**config.mk**
```make
export PLATFORM = sky130hd
export DESIGN_NAME = shift_add_multiplier
export DESIGN_NICKNAME = d
export VERILOG_FILES = /design/src/rtl/shift_add_multiplier_pkg.sv /design/src/rtl/look_ahead_adder.sv /design/src/rtl/shift_add_multiplier.sv
export SDC_FILE = /design/constraint.sdc
export NUM_CORES = 1
export LEC_CHECK = 0
export ABC_CLOCK_PERIOD_IN_PS = 4500
export BUFFER_PORTS_ARGS = -buffer_cell sky130_fd_sc_hd__buf_2
export CORE_UTILIZATION = 40
export CTS_BUF_LIST = sky130_fd_sc_hd__clkbuf_2 sky130_fd_sc_hd__clkbuf_4 sky130_fd_sc_hd__clkbuf_8
export CTS_CLUSTER_SIZE = 20
export DETAILED_ROUTE_END_ITERATION = 8
export PLACE_DENSITY = 0.57
export SKIP_CTS_REPAIR_TIMING = 1
export SLEW_MARGIN = 5
export SYNTH_ARGS = -nofsm -noshare
export SYNTH_HDL_FRONTEND = slang
export SYNTH_SLANG_ARGS = --single-unit
```
**constraint.sdc**
```tcl
create_clock -name clk -period 4.5 [get_ports clk]
set_clock_uncertainty 0.15 [all_clocks]
set_input_delay 1.35 -clock clk [delete_from_list [all_inputs] [get_ports clk]]
set_output_delay 1.35 -clock clk [all_outputs]
set_load 0.02 [all_outputs]
```
**src/rtl/shift_add_multiplier_pkg.sv**
```systemverilog
`default_nettype none
// ============================================================================
// Module   : shift_add_multiplier_pkg
// Purpose  : Shared ALU constants for the sequential shift-add multiplier:
//            operand width, iteration count and FSM state encoding.
// Ports    : none (package)
// Revision : 1.0 - initial release
// ============================================================================
package shift_add_multiplier_pkg;

  // Operand width is fixed by the carry look-ahead adder.
  localparam int MUL_W    = 8;
  // One add-and-shift step per multiplier bit.
  localparam int MUL_ITER = 8;
  // Counter wide enough to index MUL_ITER iterations.
  localparam int CNT_W    = $clog2(MUL_ITER);

  localparam int ST_W = 2;
  localparam logic [ST_W-1:0] S_IDLE = 2'd0;
  localparam logic [ST_W-1:0] S_RUN  = 2'd1;
  localparam logic [ST_W-1:0] S_DONE = 2'd2;

endpackage : shift_add_multiplier_pkg
`default_nettype wire

```
**src/rtl/look_ahead_adder.sv**
```systemverilog
`default_nettype none
// ============================================================================
// Module   : look_ahead_adder
// Purpose  : W-bit carry look-ahead adder/subtractor. With cin_i=1 the
//            b operand is inverted, giving a - b.
// Ports    : a_i    [W-1:0]  first operand
//            b_i    [W-1:0]  second operand
//            cin_i           carry in / subtract select
//            sum_o  [W-1:0]  sum
//            cout_o          carry out
// Revision : 1.0 - initial release
// ============================================================================
module look_ahead_adder #(
  parameter int W = 8
) (
  input  logic [W-1:0] a_i,
  input  logic [W-1:0] b_i,
  input  logic         cin_i,
  output logic [W-1:0] sum_o,
  output logic         cout_o
);

  logic [W-1:0] w_b;
  logic [W-1:0] w_gen;
  logic [W-1:0] w_prop;
  logic [W:0]   w_carry;

  assign w_b        = b_i ^ {W{cin_i}};
  assign w_gen      = a_i & w_b;
  assign w_prop     = a_i ^ w_b;
  assign w_carry[0] = cin_i;

  // Each carry is expanded directly from the generate/propagate terms of all
  // lower bits and cin, so no carry depends on another computed carry.
  for (genvar i = 0; i < W; i++) begin : g_carry
    logic w_cy;

    always_comb begin : p_cla
      logic run_p;
      w_cy  = w_gen[i];
      run_p = w_prop[i];
      for (int j = i - 1; j >= 0; j--) begin
        w_cy  = w_cy | (run_p & w_gen[j]);
        run_p = run_p & w_prop[j];
      end
      w_cy = w_cy | (run_p & cin_i);
    end

    assign w_carry[i+1] = w_cy;
  end

  assign sum_o  = w_prop ^ w_carry[W-1:0];
  assign cout_o = w_carry[W];

endmodule : look_ahead_adder
`default_nettype wire

```
**src/rtl/shift_add_multiplier.sv**
```systemverilog
`default_nettype none
// ============================================================================
// Module   : shift_add_multiplier
// Purpose  : Sequential 8x8 -> 16-bit unsigned multiplier. One partial-product
//            add-and-shift per clock using the carry look-ahead adder; fixed
//            9-cycle latency from accepted start to done.
// Ports    : clk                 clock, rising edge
//            rst                 asynchronous active-high reset
//            start_i             request, sampled only in IDLE or DONE
//            a_i       [7:0]     multiplicand, captured on accepted start
//            b_i       [7:0]     multiplier, captured on accepted start
//            busy_o              high while computing
//            done_o              one-cycle pulse, product_o valid from here
//            product_o [15:0]    registered unsigned a*b
// Revision : 1.0 - initial release
// ============================================================================
module shift_add_multiplier
  import shift_add_multiplier_pkg::*;
(
  input  logic                 clk,
  input  logic                 rst,
  input  logic                 start_i,
  input  logic [MUL_W-1:0]     a_i,
  input  logic [MUL_W-1:0]     b_i,
  output logic                 busy_o,
  output logic                 done_o,
  output logic [2*MUL_W-1:0]   product_o
);

  localparam logic [CNT_W-1:0] C_CNT_LAST = CNT_W'(MUL_ITER - 1);

  logic [ST_W-1:0]    state_q,   state_d;
  logic [MUL_W-1:0]   mcand_q,   mcand_d;
  logic [MUL_W-1:0]   acc_hi_q,  acc_hi_d;
  logic [MUL_W-1:0]   acc_lo_q,  acc_lo_d;
  logic [CNT_W-1:0]   cnt_q,     cnt_d;
  logic [2*MUL_W-1:0] product_q, product_d;

  logic               w_accept;
  logic               w_last;
  logic [MUL_W-1:0]   w_sum;
  logic               w_cout;
  logic [2*MUL_W-1:0] w_shifted;

  look_ahead_adder #(
    .W (MUL_W)
  ) u_adder (
    .a_i    (acc_hi_q),
    .b_i    (mcand_q),
    .cin_i  (1'b0),
    .sum_o  (w_sum),
    .cout_o (w_cout)
  );

  // start is only honoured when no operation is in flight.
  assign w_accept = start_i && ((state_q == S_IDLE) || (state_q == S_DONE));
  assign w_last   = (cnt_q == C_CNT_LAST);

  // The adder carry becomes the new MSB so operands >= 128 do not overflow
  // the 8-bit upper accumulator.
  assign w_shifted = acc_lo_q[0] ? {w_cout, w_sum, acc_lo_q[MUL_W-1:1]}
                                 : {1'b0, acc_hi_q, acc_lo_q[MUL_W-1:1]};

  // FSM: state register
  always_ff @(posedge clk or posedge rst) begin
    if (rst) begin
      state_q <= S_IDLE;
    end else begin
      state_q <= state_d;
    end
  end

  // FSM: next-state logic
  always_comb begin
    state_d = state_q;
    case (state_q)
      S_IDLE:  if (start_i) state_d = S_RUN;
      S_RUN:   if (w_last)  state_d = S_DONE;
      S_DONE:  state_d = start_i ? S_RUN : S_IDLE;
      default: state_d = S_IDLE;
    endcase
  end

  // FSM: outputs, decoded purely from registered state
  always_comb begin
    busy_o = (state_q == S_RUN);
    done_o = (state_q == S_DONE);
  end

  // Datapath next-state
  always_comb begin
    mcand_d   = mcand_q;
    acc_hi_d  = acc_hi_q;
    acc_lo_d  = acc_lo_q;
    cnt_d     = cnt_q;
    product_d = product_q;
    if (w_accept) begin
      mcand_d  = a_i;
      acc_hi_d = '0;
      acc_lo_d = b_i;
      cnt_d    = '0;
    end else if (state_q == S_RUN) begin
      {acc_hi_d, acc_lo_d} = w_shifted;
      cnt_d                = cnt_q + CNT_W'(1);
      if (w_last) begin
        product_d = w_shifted;
      end
    end
  end

  // Datapath registers; reset also discards any in-flight result.
  always_ff @(posedge clk or posedge rst) begin
    if (rst) begin
      mcand_q   <= '0;
      acc_hi_q  <= '0;
      acc_lo_q  <= '0;
      cnt_q     <= '0;
      product_q <= '0;
    end else begin
      mcand_q   <= mcand_d;
      acc_hi_q  <= acc_hi_d;
      acc_lo_q  <= acc_lo_d;
      cnt_q     <= cnt_d;
      product_q <= product_d;
    end
  end

  assign product_o = product_q;

endmodule : shift_add_multiplier
`default_nettype wire
```
==> out/results.txt <==
status: finished, final reports clean
Initial Utilization: 41.8%
Avg WL per Cell: 13.3 um
ANT nets after route: 0
DR iter-0 viols: 66
Max Cap Violations: 0
Layout area overhead: 15.8%
Die Wd: 75.0 um
HP Class: reg -> reg
port bufs: 36
Yosys top cell by area: dfrtp_1
CTS tree: done
RR Startpoint: state_q[0]
Mapped Nets: 240
Worst-Margin Slew: 937 ps
clock-pin slew on the worst setup and hold paths: 90 ps
pre-CTS setup slack: 1590 ps
Worst EP arrival: 1720 ps
Yosys warning count: 0
clk buf depth: 2
Mapped Avg Cell Area: 10.2 um2
H-tree depth: 2
Core Region: 5110 um2
clk sinks: 45
Max Freq: 310 MHz
share of layout cells above drive strength 1: 23.2%
crit path capture type: output pin
row count: 26
Num CTS Buffers: 5
Min Clock Period, post-route: 3220 ps
final worst path period share: 71.6%
worst slack on hold paths: 328 ps
final setup violation count: 0
Hold Crit Depth: 2
leakage: 1.23 nW
Post-synth EDFFs: 0
synthesized area: 2130 um2
DIE AREA: 5630 um2
predominant post-synthesis flop cell: dfrtp_1
Max IR drop VDD: 323 uV
Worst Hold Launch: product_o[15]
first-pass GRT wire length: 6900 um
flop2flop setup slack: 1920 ps
Die Y: 75.0 um
hold worst-path end: product_o[15]
required time of the critical path: 3000 ps
initial antenna violation count: 0
Netlist cell types: 32
Final Net Count: 275
CP Launch Type: flip-flop
reg2reg end: product_o[2]
Rel. slew slack: 37.1%
Via density: 5.01
vias in the first global route: 1,419
Final Max Slew Viols: 0
IO Count: 37
RSZ-0062 raised after global routing: false
n_diodes: 0
gr ovfl total: 0
ys async rst share: 100%
setup ws final: 1280 ps
GRT Resource Usage Total: 16.8%
First-pass DRT Iterations: 4
Synth area leaders: dfrtp_1 53%, nand2_1 8.6%, ha_1 5.9%
DRC: 0
pin count of the biggest net entering global routing: 28
sequential area share after synthesis: 52.8%
Reg2Reg Depth: 4
Post-DP HPWL: 3050 um
synthesized instance count: 210
power density cells: 764 nW/um2
root buf cell: clkbuf_8
worst-skew pair later-pin latency: 300 ps
crit path kind: reg -> out
Final Hold Vio Count: 0
peak fanout along the critical path: 18
Vias: 1,583
final wirelength: 4190 um
setup TNS: 0 ps
routability cong.: 0.818
Synth top area share: 52.8%
Seq cells post-synth: 45
[synth_stat cells (5+ instances only)]
master     n
nand2_1   49
o21ai_0   19
a22oi_1    8
clkbuf_1   7
inv_1      7
dfrtp_1   45
ha_1      10
nand3_1    8
nor2b_1    5
mux2_2     8
o21ai_1    5
mux2i_1    5
[final cells by class]
type,instances,area (um2)
fill,512,2640
sequential,45,1130
multi-input combinational,148,940
timing repair buffer,38,195
tap,70,87.6
clock buffer,6,82.6
inverter,7,26.3
clock inverter,2,13.8
[routing by layer]
metal | vias to the layer above | share of wire (%) | track usage [%]
li1 | 798 | - | -
met2 | 24 | 45 | 25.5
met4 | 0 | 1.5 | 6.29
met1 | 753 | 50 | 23.5
met3 | 8 | 2.8 | 3.61
met5 | - | 0 | 0
[how the worst max path moves through the flow]
| stage | endpoint | cells after the start | start |
|---|---|---|---|
| floorplan | busy_o | 4 | state_q[1] |
| global placement | busy_o | 3 | state_q[1] |
| detailed placement | busy_o | 3 | state_q[1] |
| CTS | busy_o | 3 | state_q[1] |
| global route | busy_o | 3 | state_q[1] |
| finish | busy_o | 3 | state_q[1] |
[kinds of logic (layout without fill, tap and decap cells)]
group | count (synthesis) | after routing | synth area share (%)
AOI/OAI and AO/OA | 48 | 48 | 14.5
buffers and inverters | 17 | 53 | 3.17
and+or+nand+nor | 72 | 72 | 14.5
DFF | 45 | 45 | 52.8
adders and majority gates | 11 | 11 | 6.80
xor gates and xnor gates | 4 | 4 | 1.64
muxes | 13 | 13 | 6.57
[placed cells by master (no fill, tap or decap), drive strengths merged, types with 2 or more instances in the layout]
| cell type | synthesis | final |
|---|---|---|
| a22oi | 8 | 8 |
| a221oi | 2 | 2 |
| dfrtp | 45 | 45 |
| xnor2 | 2 | 2 |
| buf | 3 | 38 |
| mux2 | 8 | 8 |
| a22o | 2 | 2 |
| nor2b | 5 | 5 |
| xor2 | 2 | 2 |
| inv | 7 | 6 |
| mux2i | 5 | 5 |
| nand2b | 2 | 2 |
| clkinv | 0 | 3 |
| ha | 10 | 10 |
| nand3 | 8 | 8 |
| a21oi | 4 | 4 |
| a21o | 2 | 2 |
| nand2 | 49 | 49 |
| nor2 | 4 | 4 |
| clkbuf | 7 | 6 |
| o21ai | 24 | 24 |
[flip-flops by register name, summed over array words and instances (netlist names)]
signal     count
mcand_q        8
acc_lo_q       8
state_q        2
cnt_q          3
product_o     16
acc_hi_q       8
[critical path, cell delays in order (launching register included)]
cell,delay (ps)
dfrtp_1,370
nand2b_1,390
inv_1,420
buf_2,240
[power breakdown]
part / total [mW] / switching (mW) / internal [mW]
Clock: 0.262 / 0.137 / 0.125
Sequential: 0.730 / 0.135 / 0.595
Combinational: 0.896 / 0.527 / 0.369
[metrics by stage]
stage          total power, mW  std cells  area (um2)  util (%)
3_5_place_dp              1.65        308        2370      46.5
4_1_cts                   1.91        316        2470      48.4
6_report                  1.89        316        2470      48.4
2_1_floorplan             1.40        210        2130         -
5_1_grt                   2.06        316        2470      48.4
3_3_place_gp              1.63        308        2370      46.5
(Power assumes the default switching activity.)
